===== config.mk =====
export PLATFORM = sky130hd
export DESIGN_NAME = alut_mem_arbiter_flat
export DESIGN_NICKNAME = d
export VERILOG_FILES = /design/src/rtl/alut_mem_arbiter_pkg.sv /design/src/rtl/alut_mem_arbiter_if.sv /design/src/rtl/alut_mem_arbiter_pick.sv /design/src/rtl/alut_mem_arbiter.sv /design/src/flat_wrapper.sv
export SDC_FILE = /design/constraint.sdc
export NUM_CORES = 1
export LEC_CHECK = 0
export BUFFER_PORTS_ARGS = -buffer_cell sky130_fd_sc_hd__clkbuf_2
export CORE_AREA = 2 2 215 217
export CTS_BUF_LIST = sky130_fd_sc_hd__clkbuf_16
export CTS_CLUSTER_SIZE = 14
export DETAILED_ROUTE_END_ITERATION = 12
export DIE_AREA = 0 0 217 219
export HOLD_SLACK_MARGIN = 0.12
export PLACE_DENSITY_LB_ADDON = 0.12
export SLEW_MARGIN = 20
export SYNTH_ARGS = -nofsm -noshare
export SYNTH_HDL_FRONTEND = slang
export SYNTH_SLANG_ARGS = --single-unit

===== constraint.sdc =====
create_clock -name pclk -period 3.05 [get_ports pclk]
set_input_delay 0.1525 -clock pclk [delete_from_list [all_inputs] [get_ports pclk]]
set_output_delay 0.1525 -clock pclk [all_outputs]
set_load 0.01 [all_outputs]

===== src/rtl/alut_mem_arbiter_pkg.sv =====
// Shared types and constants for the ALUT memory arbiter: owner tags,
// memory geometry and the default age-starvation threshold.
package alut_arb_pkg;

    localparam int ARB_ADDR_W     = 8;
    localparam int ARB_DATA_W     = 83;
    localparam int ARB_STARVE_MAX = 16;
    localparam int ARB_STARVE_W   = 5;

    typedef enum logic [1:0] {
        OWN_NONE = 2'b00,
        OWN_ADD  = 2'b01,
        OWN_AGE  = 2'b10,
        OWN_APB  = 2'b11
    } owner_e;

    // Owner tag to one-hot requester vector, ordered {apb, age, add}.
    function automatic logic [2:0] owner_onehot(input owner_e own);
        logic [2:0] oh;
        case (own)
            OWN_ADD: oh = 3'b001;
            OWN_AGE: oh = 3'b010;
            OWN_APB: oh = 3'b100;
            default: oh = 3'b000;
        endcase
        return oh;
    endfunction

endpackage


===== src/rtl/alut_mem_arbiter_if.sv =====
// Requester-side bus of the ALUT memory arbiter: request/grant handshakes
// for the three requesters plus the shared read return.
interface alut_mem_arbiter_if
    import alut_arb_pkg::*;
#(
    parameter int ADDR_W = ARB_ADDR_W,
    parameter int DATA_W = ARB_DATA_W
);
    logic              add_req;
    logic              add_we;
    logic [ADDR_W-1:0] add_addr;
    logic [DATA_W-1:0] add_wdata;
    logic              add_gnt;
    logic              add_rvalid;

    logic              age_req;
    logic              age_we;
    logic [ADDR_W-1:0] age_addr;
    logic [DATA_W-1:0] age_wdata;
    logic              age_lock;
    logic              age_gnt;
    logic              age_rvalid;

    logic              apb_req;
    logic              apb_we;
    logic [ADDR_W-1:0] apb_addr;
    logic [DATA_W-1:0] apb_wdata;
    logic              apb_gnt;
    logic              apb_rvalid;

    logic [DATA_W-1:0] rd_data;

    modport slave (
        input  add_req, add_we, add_addr, add_wdata,
        input  age_req, age_we, age_addr, age_wdata, age_lock,
        input  apb_req, apb_we, apb_addr, apb_wdata,
        output add_gnt, age_gnt, apb_gnt,
        output add_rvalid, age_rvalid, apb_rvalid,
        output rd_data
    );

    modport master (
        output add_req, add_we, add_addr, add_wdata,
        output age_req, age_we, age_addr, age_wdata, age_lock,
        output apb_req, apb_we, apb_addr, apb_wdata,
        input  add_gnt, age_gnt, apb_gnt,
        input  add_rvalid, age_rvalid, apb_rvalid,
        input  rd_data
    );

endinterface


===== src/rtl/alut_mem_arbiter_pick.sv =====
// Combinational priority picker: locked or starved age first, then
// address checker, age checker, APB host.
module alut_arb_pick
    import alut_arb_pkg::*;
(
    input  logic       add_req,
    input  logic       age_req,
    input  logic       apb_req,
    input  logic       age_lock,
    input  logic       starved,
    output logic [2:0] gnt_onehot,
    output owner_e     owner
);

    // Resolve the single winner for this cycle.
    always_comb begin
        owner = OWN_NONE;
        if (age_req && (age_lock || starved)) begin
            owner = OWN_AGE;
        end else if (add_req) begin
            owner = OWN_ADD;
        end else if (age_req) begin
            owner = OWN_AGE;
        end else if (apb_req) begin
            owner = OWN_APB;
        end else begin
            owner = OWN_NONE;
        end
    end

    assign gnt_onehot = owner_onehot(owner);

endmodule


===== src/rtl/alut_mem_arbiter.sv =====
// Arbitrates the single-port ALUT memory between address checker, age checker
// and APB host; registered command stage and two-cycle tagged read return.
module alut_mem_arbiter
    import alut_arb_pkg::*;
#(
    parameter int ADDR_W     = ARB_ADDR_W,
    parameter int DATA_W     = ARB_DATA_W,
    parameter int STARVE_MAX = ARB_STARVE_MAX
) (
    input  logic                    pclk,
    input  logic                    p_reset,
    alut_mem_arbiter_if.slave       req_if,
    output logic                    mem_cs,
    output logic                    mem_we,
    output logic [ADDR_W-1:0]       mem_addr,
    output logic [DATA_W-1:0]       mem_wdata,
    input  logic [DATA_W-1:0]       mem_rdata,
    output logic [ARB_STARVE_W-1:0] starve_cnt,
    output logic                    arb_busy
);

    logic [2:0]              pick_gnt_s;
    owner_e                  pick_own_s;
    logic [2:0]              gnt_s;
    logic                    starved_s;
    logic                    sel_we_s;
    logic [ADDR_W-1:0]       sel_addr_s;
    logic [DATA_W-1:0]       sel_wdata_s;

    logic                    mem_cs_r;
    logic                    mem_we_r;
    logic [ADDR_W-1:0]       mem_addr_r;
    logic [DATA_W-1:0]       mem_wdata_r;
    owner_e                  cmd_tag_r;
    logic [2:0]              rvalid_r;
    logic [ARB_STARVE_W-1:0] starve_cnt_r;

    assign starved_s = (starve_cnt_r == ARB_STARVE_W'(STARVE_MAX));

    alut_arb_pick u_pick (
        .add_req    (req_if.add_req),
        .age_req    (req_if.age_req),
        .apb_req    (req_if.apb_req),
        .age_lock   (req_if.age_lock),
        .starved    (starved_s),
        .gnt_onehot (pick_gnt_s),
        .owner      (pick_own_s)
    );

    // Grants are combinational but must stay low while reset is asserted.
    assign gnt_s = p_reset ? 3'b000 : pick_gnt_s;

    assign req_if.add_gnt = gnt_s[0];
    assign req_if.age_gnt = gnt_s[1];
    assign req_if.apb_gnt = gnt_s[2];

    // Route the winning requester's command fields toward the command stage.
    always_comb begin
        sel_we_s    = 1'b0;
        sel_addr_s  = {ADDR_W{1'b0}};
        sel_wdata_s = {DATA_W{1'b0}};
        case (pick_own_s)
            OWN_ADD: begin
                sel_we_s    = req_if.add_we;
                sel_addr_s  = req_if.add_addr;
                sel_wdata_s = req_if.add_wdata;
            end
            OWN_AGE: begin
                sel_we_s    = req_if.age_we;
                sel_addr_s  = req_if.age_addr;
                sel_wdata_s = req_if.age_wdata;
            end
            OWN_APB: begin
                sel_we_s    = req_if.apb_we;
                sel_addr_s  = req_if.apb_addr;
                sel_wdata_s = req_if.apb_wdata;
            end
            default: begin
                sel_we_s    = 1'b0;
                sel_addr_s  = {ADDR_W{1'b0}};
                sel_wdata_s = {DATA_W{1'b0}};
            end
        endcase
    end

    // Command stage; address and data hold when idle, only reads carry a tag.
    always_ff @(posedge pclk or posedge p_reset) begin
        if (p_reset) begin
            mem_cs_r    <= 1'b0;
            mem_we_r    <= 1'b0;
            mem_addr_r  <= {ADDR_W{1'b0}};
            mem_wdata_r <= {DATA_W{1'b0}};
            cmd_tag_r   <= OWN_NONE;
        end else if (gnt_s != 3'b000) begin
            mem_cs_r    <= 1'b1;
            mem_we_r    <= sel_we_s;
            mem_addr_r  <= sel_addr_s;
            mem_wdata_r <= sel_wdata_s;
            cmd_tag_r   <= sel_we_s ? OWN_NONE : pick_own_s;
        end else begin
            mem_cs_r    <= 1'b0;
            mem_we_r    <= 1'b0;
            cmd_tag_r   <= OWN_NONE;
        end
    end

    // Read tag stage: the tag lines up with mem_rdata one cycle after mem_cs.
    always_ff @(posedge pclk or posedge p_reset) begin
        if (p_reset) begin
            rvalid_r <= 3'b000;
        end else begin
            rvalid_r <= owner_onehot(cmd_tag_r);
        end
    end

    // Age starvation counter, saturating; cleared on grant or dropped request.
    always_ff @(posedge pclk or posedge p_reset) begin
        if (p_reset) begin
            starve_cnt_r <= {ARB_STARVE_W{1'b0}};
        end else if (req_if.age_req && !gnt_s[1]) begin
            if (starved_s) begin
                starve_cnt_r <= starve_cnt_r;
            end else begin
                starve_cnt_r <= starve_cnt_r + {{(ARB_STARVE_W-1){1'b0}}, 1'b1};
            end
        end else begin
            starve_cnt_r <= {ARB_STARVE_W{1'b0}};
        end
    end

    assign mem_cs     = mem_cs_r;
    assign mem_we     = mem_we_r;
    assign mem_addr   = mem_addr_r;
    assign mem_wdata  = mem_wdata_r;
    assign starve_cnt = starve_cnt_r;
    assign arb_busy   = mem_cs_r | (|rvalid_r);

    assign req_if.add_rvalid = rvalid_r[0];
    assign req_if.age_rvalid = rvalid_r[1];
    assign req_if.apb_rvalid = rvalid_r[2];
    // The memory macro's output is already registered; gate it so idle reads as zero.
    assign req_if.rd_data    = (|rvalid_r) ? mem_rdata : {DATA_W{1'b0}};

endmodule


===== src/flat_wrapper.sv =====
// flat-port wrapper written by rule: the top's interface ports become plain ports
module alut_mem_arbiter_flat import alut_arb_pkg::*;
#(
    parameter int ADDR_W     = ARB_ADDR_W,
    parameter int DATA_W     = ARB_DATA_W,
    parameter int STARVE_MAX = ARB_STARVE_MAX
)
  (pclk, p_reset, mem_cs, mem_we, mem_addr, mem_wdata, mem_rdata, starve_cnt, arb_busy, req_if_add_req, req_if_add_we, req_if_add_addr, req_if_add_wdata, req_if_age_req, req_if_age_we, req_if_age_addr, req_if_age_wdata, req_if_age_lock, req_if_apb_req, req_if_apb_we, req_if_apb_addr, req_if_apb_wdata, req_if_add_gnt, req_if_age_gnt, req_if_apb_gnt, req_if_add_rvalid, req_if_age_rvalid, req_if_apb_rvalid, req_if_rd_data);
  alut_mem_arbiter_if #(.ADDR_W(ADDR_W), .DATA_W(DATA_W)) req_if_i ();
  input  logic pclk;
  input  logic p_reset;
  output logic mem_cs;
  output logic mem_we;
  output logic [ADDR_W-1:0] mem_addr;
  output logic [DATA_W-1:0] mem_wdata;
  input  logic [DATA_W-1:0] mem_rdata;
  output logic [ARB_STARVE_W-1:0] starve_cnt;
  output logic arb_busy;
  input wire logic [$bits(req_if_i.add_req)-1:0] req_if_add_req;
  input wire logic [$bits(req_if_i.add_we)-1:0] req_if_add_we;
  input wire logic [$bits(req_if_i.add_addr)-1:0] req_if_add_addr;
  input wire logic [$bits(req_if_i.add_wdata)-1:0] req_if_add_wdata;
  input wire logic [$bits(req_if_i.age_req)-1:0] req_if_age_req;
  input wire logic [$bits(req_if_i.age_we)-1:0] req_if_age_we;
  input wire logic [$bits(req_if_i.age_addr)-1:0] req_if_age_addr;
  input wire logic [$bits(req_if_i.age_wdata)-1:0] req_if_age_wdata;
  input wire logic [$bits(req_if_i.age_lock)-1:0] req_if_age_lock;
  input wire logic [$bits(req_if_i.apb_req)-1:0] req_if_apb_req;
  input wire logic [$bits(req_if_i.apb_we)-1:0] req_if_apb_we;
  input wire logic [$bits(req_if_i.apb_addr)-1:0] req_if_apb_addr;
  input wire logic [$bits(req_if_i.apb_wdata)-1:0] req_if_apb_wdata;
  output wire logic [$bits(req_if_i.add_gnt)-1:0] req_if_add_gnt;
  output wire logic [$bits(req_if_i.age_gnt)-1:0] req_if_age_gnt;
  output wire logic [$bits(req_if_i.apb_gnt)-1:0] req_if_apb_gnt;
  output wire logic [$bits(req_if_i.add_rvalid)-1:0] req_if_add_rvalid;
  output wire logic [$bits(req_if_i.age_rvalid)-1:0] req_if_age_rvalid;
  output wire logic [$bits(req_if_i.apb_rvalid)-1:0] req_if_apb_rvalid;
  output wire logic [$bits(req_if_i.rd_data)-1:0] req_if_rd_data;
  assign req_if_i.add_req = req_if_add_req;
  assign req_if_i.add_we = req_if_add_we;
  assign req_if_i.add_addr = req_if_add_addr;
  assign req_if_i.add_wdata = req_if_add_wdata;
  assign req_if_i.age_req = req_if_age_req;
  assign req_if_i.age_we = req_if_age_we;
  assign req_if_i.age_addr = req_if_age_addr;
  assign req_if_i.age_wdata = req_if_age_wdata;
  assign req_if_i.age_lock = req_if_age_lock;
  assign req_if_i.apb_req = req_if_apb_req;
  assign req_if_i.apb_we = req_if_apb_we;
  assign req_if_i.apb_addr = req_if_apb_addr;
  assign req_if_i.apb_wdata = req_if_apb_wdata;
  assign req_if_add_gnt = req_if_i.add_gnt;
  assign req_if_age_gnt = req_if_i.age_gnt;
  assign req_if_apb_gnt = req_if_i.apb_gnt;
  assign req_if_add_rvalid = req_if_i.add_rvalid;
  assign req_if_age_rvalid = req_if_i.age_rvalid;
  assign req_if_apb_rvalid = req_if_i.apb_rvalid;
  assign req_if_rd_data = req_if_i.rd_data;
  alut_mem_arbiter #(.ADDR_W(ADDR_W), .DATA_W(DATA_W), .STARVE_MAX(STARVE_MAX)) u_core (.pclk(pclk), .p_reset(p_reset), .req_if(req_if_i), .mem_cs(mem_cs), .mem_we(mem_we), .mem_addr(mem_addr), .mem_wdata(mem_wdata), .mem_rdata(mem_rdata), .starve_cnt(starve_cnt), .arb_busy(arb_busy));
endmodule

## Word level (Yosys, flattened, before mapping)

Index checks and enable logic that the tools add are counted.

- Reduce and logical (&&, ||, !) cells: 6
- Order comparisons: 0
- Bitwise gates (word level): 1
- Equality and inequality tests: 8
- Mux-type cells: 17
- Multipliers: 0
- Shift-type cells: 0
- Divide/modulo/power cells: 0
- $add $sub $neg: 1

Operators with widths:

| cell | number |
|---|---|
| one-hot mux 83 bit (3 select lines) | 1 |
| two-way mux 83 bit | 1 |
| one-hot mux 8 bit (3 select lines) | 1 |
| one-hot mux 3 bit (3 select lines) | 2 |
| two-way mux 2 bit | 6 |
| two-way mux 5 bit | 2 |
| == test 2 bit (second input constant) | 4 |
| adder 5 x 1 -> 5 bit (second input constant) | 1 |
| == test 5 bit (second input constant) | 1 |
| == test 2 x 1 -> 1 bit (second input constant) | 2 |
| two-way mux 3 bit | 1 |
| one-hot mux 1 bit (3 select lines) | 1 |
| nonzero test 3 bit | 1 |
| OR reduction 3 bit | 1 |
| logical AND 1 bit | 2 |
| two-way mux 1 bit | 2 |
| inequality test 2 bit (second input constant) | 1 |
| zero test 1 bit | 1 |
| logical OR 1 bit | 1 |
| OR 1 bit | 1 |

- Bits in writable memories: 0
- Memories: 0
- Output and inout port bits: 188
- Input port bits: 365
- Register bits: 103
- Bits in latches: 0
- Memory bits (read-only): 0

## Depth between registers and ports, before layout

Gate-level depths: netlist (run 1).

- Depth in word-level cells: 10
- Gate-level depth with buffers: 8
- Mapped depth without buffers: 6

## Hierarchy

Synthesis (run 1) repeated with hierarchy kept, for this count alone.

- Cell total of the unflattened synthesis: 556
- Area total of the unflattened synthesis: 6,580.1 µm²

By module, submodules not included:

| module | cells an instance | times used | sequential area each (µm²) | area each (µm²) |
|---|---|---|---|---|
| alut_mem_arbiter | 547 | 1 | 2,577.5 | 6,523.8 |
| alut_arb_pick | 9 | 1 | 0.0 | 56.3 |

## Least setup slack after synthesis (run 1)

OpenSTA, ideal clock, no wires.

- Path type: input-to-reg
- Start point: input p_reset
- End point: register u_core.mem_addr_r[7] (netlist: u_core.mem_addr[7])
- Data required time: 2,977 ps
- Path slack: -344 ps
- Data arrival time: 3,321 ps
- Path buffers: 3
- Cell stages on the path: 6
- Cell sequence: clkbuf_1 -> inv_1 -> o21a_1 -> buf_6 -> buf_2 -> a2bb2oi_2

- Longest elaborated chain between the ends: 2

RTL lines:

| item | line | text |
|---|---|---|
| from (decl) | flat_wrapper.sv:11 | `input logic p_reset;` |
| two-way mux 3 bit | alut_mem_arbiter.sv:51 | `assign gnt_s = p_reset ? 3'b000 : pick_gnt_s;` |
| nonzero test 3 bit | alut_mem_arbiter.sv:94 | `end else if (gnt_s != 3'b000) begin` |
| to (signal assigned) | alut_mem_arbiter.sv:91 | `mem_addr_r <= {ADDR_W{1'b0}};` |
| to (signal assigned) | alut_mem_arbiter.sv:97 | `mem_addr_r <= sel_addr_s;` |
| to (decl) | alut_mem_arbiter.sv:32 | `logic [ADDR_W-1:0] mem_addr_r;` |

No other way between the ends.
A chain may end at the register's enable or synchronous reset.

## Worst setup path after layout (run 1)

- Start point: register u_core.starve_cnt_r[0] (netlist: u_core.starve_cnt[0])
- End point: register u_core.mem_wdata_r[6] (netlist: u_core.mem_wdata[6])

- Longest elaborated chain between the ends: 8

RTL lines:

| item | line | text |
|---|---|---|
| from (decl) | alut_mem_arbiter.sv:36 | `logic [ARB_STARVE_W-1:0] starve_cnt_r;` |
| from (signal assigned) | alut_mem_arbiter.sv:119 | `starve_cnt_r <= {ARB_STARVE_W{1'b0}};` |
| from (signal assigned) | alut_mem_arbiter.sv:122 | `starve_cnt_r <= starve_cnt_r;` |
| from (signal assigned) | alut_mem_arbiter.sv:124 | `starve_cnt_r <= starve_cnt_r + {{(ARB_STARVE_W-1){1'b0}}, 1'b1};` |
| == test 5 bit (*) | alut_mem_arbiter.sv:38 | `assign starved_s = (starve_cnt_r == ARB_STARVE_W'(STARVE_MAX));` |
| logical OR 1 bit (*) | alut_mem_arbiter_pick.sv:18 | `if (age_req && (age_lock \|\| starved)) begin` |
| logical AND 1 bit (*) | alut_mem_arbiter_pick.sv:18 |  |
| two-way mux 2 bit (*) | alut_mem_arbiter_pick.sv:18 |  |
| == test 2 bit or == test 2 x 1 -> 1 bit (tied branches) | alut_mem_arbiter_pkg.sv:20, alut_mem_arbiter.sv:62 |  |
| one-hot mux 3 bit (3 select lines) | alut_mem_arbiter_pkg.sv:20 | `case (own)` |
| two-way mux 3 bit | alut_mem_arbiter.sv:51 |  |
| nonzero test 3 bit | alut_mem_arbiter.sv:94 |  |
| to (signal assigned) | alut_mem_arbiter.sv:92 | `mem_wdata_r <= {DATA_W{1'b0}};` |
| to (signal assigned) | alut_mem_arbiter.sv:98 | `mem_wdata_r <= sel_wdata_s;` |
| to (decl) | alut_mem_arbiter.sv:33 | `logic [DATA_W-1:0] mem_wdata_r;` |

Mark *: on every way between the ends. The rest lies on a longest branch, timed or not.

==> metrics.cfg, run 1 <==
[setup_path]
crit_type=reg2reg
crit_arrival_ns=3.03
cp-start-kind=flop
worstPathMaxFanout=42
endpoint_kind=flop
required_ns=3.36

[drt]
vias=8142
drt-wirelength-per-cell_um=18.4
detail-route-antenna-nets=0
wirelength_um=36300
drtIter0Drc=325
drt_pass1_iterations=4
drc_errors=0
viasPerCell=4.14

[placement]
pre_cts_ws_ns=0.853
dpl.hpwl_um=26200
portBuffers=552
gp_routability_congestion=0.757
dp_cells=1769

[floorplanning]
die-area_um2=47500
core_region_area_um2=45100
num_rows=78
die_w_um=217
ioPinCount=553
start_util=0.161
die_h_um=219

[power]
p_seq_frac=0.350
netSwitchingFraction=0.339
p_leak_uw=0.00588
power.switching_uw=1610
vdd_drop_max_mv=0.186
pwr-share-comb=0.407
clkPwrFrac=0.243
internal_power_uw=3140
power.density_nw_per_um2=374

[logic_synthesis]
ys_types=36
synth_async_sr_flop_share=1.00
syn_inst=670
synth_ff_type=dfrtp_1
ys_warn_count=0
synthesis.area_um2=7240
synth_area_per_cell_um2=10.8
syn-num-nets=1037
yosysSeqAreaShare=0.356
synth_edf_count=0
ys_ff_latch=103

[sta]
skew_ns=0.0118
rsz0062_at_grt=no
slew_headroom=0.529
worstMarginPinSlew_ns=0.706
finalCriticalPeriod_ns=2.72
period_share=0.892
max_freq_mhz=368
maxSlewViolCount=0
hold_violations=0
setup_ws_ns=0.331
hold_ws_ns=0.151
setup_viol=0
fin_setup_tns_ns=0

[outcome]
status=finished, final reports clean

[clock_tree]
htree_levels=3
cts_buffers=9
clkSlewWorstSetupHoldPaths_ns=0.08
cts_root_buf=clkbuf_16
cts_buffer_depth=2
post_cts_buffers=0
cts.sinks=103
cts_tree=yes
clk_latency_ns=0.37

[final_layout]
num-nets-final=1729
syn2layout_area_growth_pct=75.7
drive_gt1_frac=0.533
fillers=4910
instances_no_fill=1969

[grt]
track_usage=0.148
grt_pass1_vias=8723
antenna_found_initial=6
grt_pass1_wl_um=52600
grt-ovfl-total=0
grt_max_degree=104

[min_path]
min_path_type=in2reg

[job]
cap_violations=0

## synth_stat cells, drive strengths merged (3+ instances only)
master / count / area [µm²]
nand2: 93 / 349
nor2b: 85 / 532
a2bb2oi: 91 / 1230
nor2: 7 / 26.3
nor3: 6 / 30.0
a221oi: 91 / 1230
and2: 3 / 18.8
clkbuf: 22 / 82.6
buf: 48 / 339
dfrtp: 103 / 2580
a21oi: 3 / 26.3
inv: 5 / 18.8
nand2b: 91 / 569
## flip-flops by register name, indices dropped and copies added, names as in the netlist
name and count:
u_core.mem_wdata 83, u_core.mem_addr 8, u_core.starve_cnt 5, u_core.rvalid_r 3, u_core.cmd_tag_r 2, u_core.mem_cs 1
u_core.mem_we 1
## layout make-up
class | count | area (µm²) | area share
Antenna cell | 4 | 10.0 | 0.000787
Inverter | 5 | 22.5 | 0.00177
Clock buffer | 9 | 225 | 0.0177
Multi-Input combinational cell | 492 | 4250 | 0.334
Sequential cell | 103 | 2580 | 0.203
Clock inverter | 5 | 28.8 | 0.00226
Tap cell | 600 | 751 | 0.0590
Timing Repair Buffer | 751 | 4850 | 0.382
## worst paths after layout
check / slack, ns / end / cells after the start / startpoint
worst max-delay path: 0.33 / u_core.mem_wdata[6] / 8 / u_core.starve_cnt[0]
worst min-delay path: 0.15 / u_core.mem_addr[6] / 3 / req_if_add_addr[6]
worst max register to register: 0.33 / u_core.mem_wdata[6] / 8 / u_core.starve_cnt[0]
worst min register to register: 0.46 / u_core.rvalid_r[1] / 1 / u_core.cmd_tag_r[0]
max in group asynchronous: 2.23 / u_core.mem_wdata[29] / 3 / p_reset
min in group asynchronous: 0.32 / u_core.mem_wdata[3] / 3 / p_reset
## critical path, cell delays in order (launching register included)
cell,delay (ns)
dfrtp_1,0.43
inv_1,0.09
ha_1,0.21
nand4bb_4,0.19
a21oi_4,0.20
buf_4,0.57
a221oi_1,0.20
a2bb2oi_1,0.17
dlygate4sd3_1,0.56
## power by group through the flow
| stage | clock network (µW) | logic, µW | registers (µW) |
|---|---|---|---|
| final | 1150 | 1930 | 1660 |
| after CTS | 1250 | 1970 | 1670 |
| after global placement | 0 | 1650 | 1690 |
| after floorplan | 0 | 825 | 1760 |
| after global routing | 1280 | 2100 | 1690 |
| after detailed placement | 0 | 1640 | 1690 |
## per-layer routing
layer	global-route usage	share of wire	up-vias	routed length, µm
met1	0.155	0.37	3928	13400
met4	0.0598	0.031	2	1140
li1	-	-	3842	-
met5	0	0.00039	-	14
met3	0.0370	0.067	49	2440
met2	0.280	0.53	321	19300
## kinds of logic (layout without fill, tap and decap cells)
logic type / Yosys count / count (layout) / share of synthesized area
mux: 1 / 1 / 0.00138
other cells: 0 / 4 / 0
buf+inv: 75 / 770 / 0.0608
flops: 103 / 103 / 0.356
simple gates: 292 / 292 / 0.220
compound gates: 194 / 194 / 0.355
xor+xnor: 3 / 3 / 0.00363
fa+ha+maj: 2 / 2 / 0.00346
## cell usage in the layout, fill, tap and decap left out, types with 2 or more instances in the layout
cell type / instances
a21oi_1: 2
a221oi_1: 21
a221oi_2: 70
a2bb2oi_1: 21
a2bb2oi_2: 70
and2_1: 3
buf_12: 11
buf_4: 8
clkbuf_16: 9
clkbuf_2: 550
dfrtp_1: 103
diode_2: 4
dlygate4sd3_1: 182
ha_1: 2
inv_1: 6
nand2_1: 93
nand2b_1: 91
nand3_1: 2
nor2_1: 6
nor2b_1: 85
nor3_1: 5
xor2_1: 2
## per-stage QoR
stage | total power, µW | util | instance area (µm²)
final | 4750 | 0.282 | 12700
after global routing | 5070 | 0.282 | 12700
after CTS | 4880 | 0.282 | 12700
after detailed placement | 3330 | 0.236 | 10600
after global placement | 3340 | 0.236 | 10600
after floorplan | 2580 | - | 7240
## timing repair
action                     CTS  global route
hold buffers               182             0
setup endpoints to repair    0             0
resized for setup            0             0
hold endpoints to repair    94             0
(Power assumes the default switching activity.)
==> inputs of run 2 (changes only) <==
MAX_ROUTING_LAYER = met4   (was unset)
==> run 2 against run 1 <==
Net effect:
- die area unchanged
- core utilization about the same
- sequential power about the same
- flip-flop and latch count unchanged
- non-clock buffer count unchanged
- cell count about the same
- clock power about the same
- critical path type unchanged
- highest routed layer is now met4
==> metrics.cfg, run 2 (synthesis results as in run 1) <==
[setup_path]
required_ns=3.37  ; about the same
slowest_stage=buf_4
reg2reg_setup_slack_ns=0.33  ; about the same
crit_arrival_ns=3.04  ; about the same
path_depth=8  ; unchanged
path_buf_inv=3  ; unchanged
worstPathMaxFanout=42  ; unchanged
crit_chain=inv_1 -> ha_1 -> nand4bb_4 -> a21oi_4 -> buf_4 -> a221oi_1 -> a2bb2oi_1 -> dlygate4sd3_1
cpPeakStageDelay_ns=0.58  ; about the same
ff2ff_path_depth=8  ; unchanged
cp-start-kind=flop
endpoint_kind=flop
crit_family=buffers and inverters
crit_type=reg2reg

[sta]
finalCriticalPeriod_ns=2.72  ; +0.00340 ns
fin_setup_tns_ns=0  ; unchanged
slew_headroom=0.520  ; -0.00922
rsz0062_at_grt=no
setup_viol=0  ; unchanged
period_share=0.893  ; +0.00112
hold_violations=0  ; unchanged
worstMarginPinSlew_ns=0.720  ; +0.0138 ns
max_freq_mhz=367  ; -0.13%
skew_ns=0.0114  ; -0.000342 ns
maxSlewViolCount=0  ; unchanged

[floorplanning]
num_rows=78  ; unchanged
ioPinCount=553  ; unchanged
die_w_um=217  ; unchanged
core_region_area_um2=45100  ; unchanged
die-area_um2=47500  ; unchanged
die_h_um=219  ; unchanged
start_util=0.161  ; unchanged

[drt]
vias=8142  ; unchanged
drt_pass1_iterations=5  ; +1
drc_errors=0  ; unchanged
drt-wirelength-per-cell_um=18.4  ; about the same
detail-route-antenna-nets=0  ; unchanged
drtIter0Drc=304  ; -6.5%
wirelength_um=36300  ; about the same
viasPerCell=4.13  ; about the same

[placement]
portBuffers=552  ; unchanged
place_area_um2=10600  ; unchanged
dpl.hpwl_um=26200  ; unchanged
gp_routability_congestion=0.767  ; +1.3%

[clock_tree]
cts_buffers=9  ; unchanged
cts_buffer_depth=2  ; unchanged
cts.sinks=103  ; unchanged
htree_levels=3  ; unchanged
clk_latency_ns=0.37  ; about the same
clkSlewWorstSetupHoldPaths_ns=0.08  ; about the same
cts_root_buf=clkbuf_16
post_cts_buffers=0  ; unchanged
cts_tree=yes

[power]
power.density_nw_per_um2=374  ; about the same
vdd_drop_max_mv=0.185  ; -0.54%
p_leak_uw=0.00588  ; unchanged

[final_layout]
final_cell_mix=clkbuf_2 (550), dlygate4sd3_1 (182), dfrtp_1 (103), nand2_1 (93), nand2b_1 (91)
largest_reg_flops=83  ; unchanged
final_common_cell=clkbuf_2
syn2layout_area_growth_pct=75.7  ; about the same
num-nets-final=1729  ; unchanged
final_area_um2=12700  ; about the same
drive_gt1_frac=0.533  ; unchanged

[grt]
grt-ovfl-total=0  ; unchanged
antenna_found_initial=6  ; unchanged
grt_pass1_vias=8726  ; +0.034%
grt_max_degree=104  ; unchanged
grt_pass1_wl_um=52500  ; -0.11%
track_usage=0.152  ; +0.00437

[outcome]
status=finished, final reports clean

[min_path]
min_path_type=in2reg
holdPathStages=3  ; unchanged

[job]
cap_violations=0  ; unchanged

==> run 2: cell count changes in the layout (fill, tap and decap cells not counted) <==
cell / before / now
diode_2: 4 / 5
==> run 2: cell type report <==
| cell class | count | area (µm²) |
|---|---|---|
| tap | 600 | 751 |
| multi-input combinational | 492 | 4250 |
| clock inverter | 5 | 28.8 |
| sequential | 103 | 2580 |
| timing repair buffer | 751 | 4850 |
| inverter | 5 | 22.5 |
| antenna | 5 | 12.5 |
| fill | 4909 | 32400 |
| clock buffer | 9 | 225 |
==> run 2: worst reg2reg max path, stage by stage, from the launching register on <==
cell and delay (ns):
dfrtp_1 0.43, inv_1 0.09, ha_1 0.21, nand4bb_4 0.19
a21oi_4 0.20, buf_4 0.58, a221oi_1 0.24, a2bb2oi_1 0.17
dlygate4sd3_1 0.56
==> run 2: final timing paths <==
| path | startpoint | to |
|---|---|---|
| setup / recovery | u_core.starve_cnt[0] | u_core.mem_wdata[6] |
| hold / removal | req_if_add_addr[6] | u_core.mem_addr[6] |
| min in group asynchronous | p_reset | u_core.mem_wdata[3] |
| max in group asynchronous | p_reset | u_core.mem_wdata[29] |
| setup reg to reg | u_core.starve_cnt[0] | u_core.mem_wdata[6] |
| hold reg to reg | u_core.cmd_tag_r[0] | u_core.rvalid_r[1] |
==> run 2: stage by stage <==
stage               setup WS (ns)  hold WS [ns]  total power (µW)  cells  utilization
finish                      0.327         0.150              4760   1970        0.282
CTS                         0.329         0.120              4880   1965        0.282
floorplan                   0.148         0.286              2580    670            -
global route                0.151         0.156              5070   1970        0.282
global placement            0.898         0.380              3340   1769        0.236
detailed placement          0.853         0.384              3330   1769        0.236
==> run 2: power breakdown <==
part	internal, µW	switching (µW)
combinational	1060	878
clock	544	611
sequential	1540	127
total	3140	1620
==> run 2: timing repair <==
action,4_1_cts,5_1_grt
endpoints found under the hold margin,94,0
resized for setup,0,0
hold buffers,182,0
==> run 2: layer usage <==
layer | vias to the layer above | wire length (µm) | GRT usage
met5 | - | 0 | -
met4 | 0 | 1050 | 0.0598
met3 | 46 | 2280 | 0.0344
met2 | 305 | 19400 | 0.280
met1 | 3944 | 13600 | 0.157
li1 | 3847 | - | -
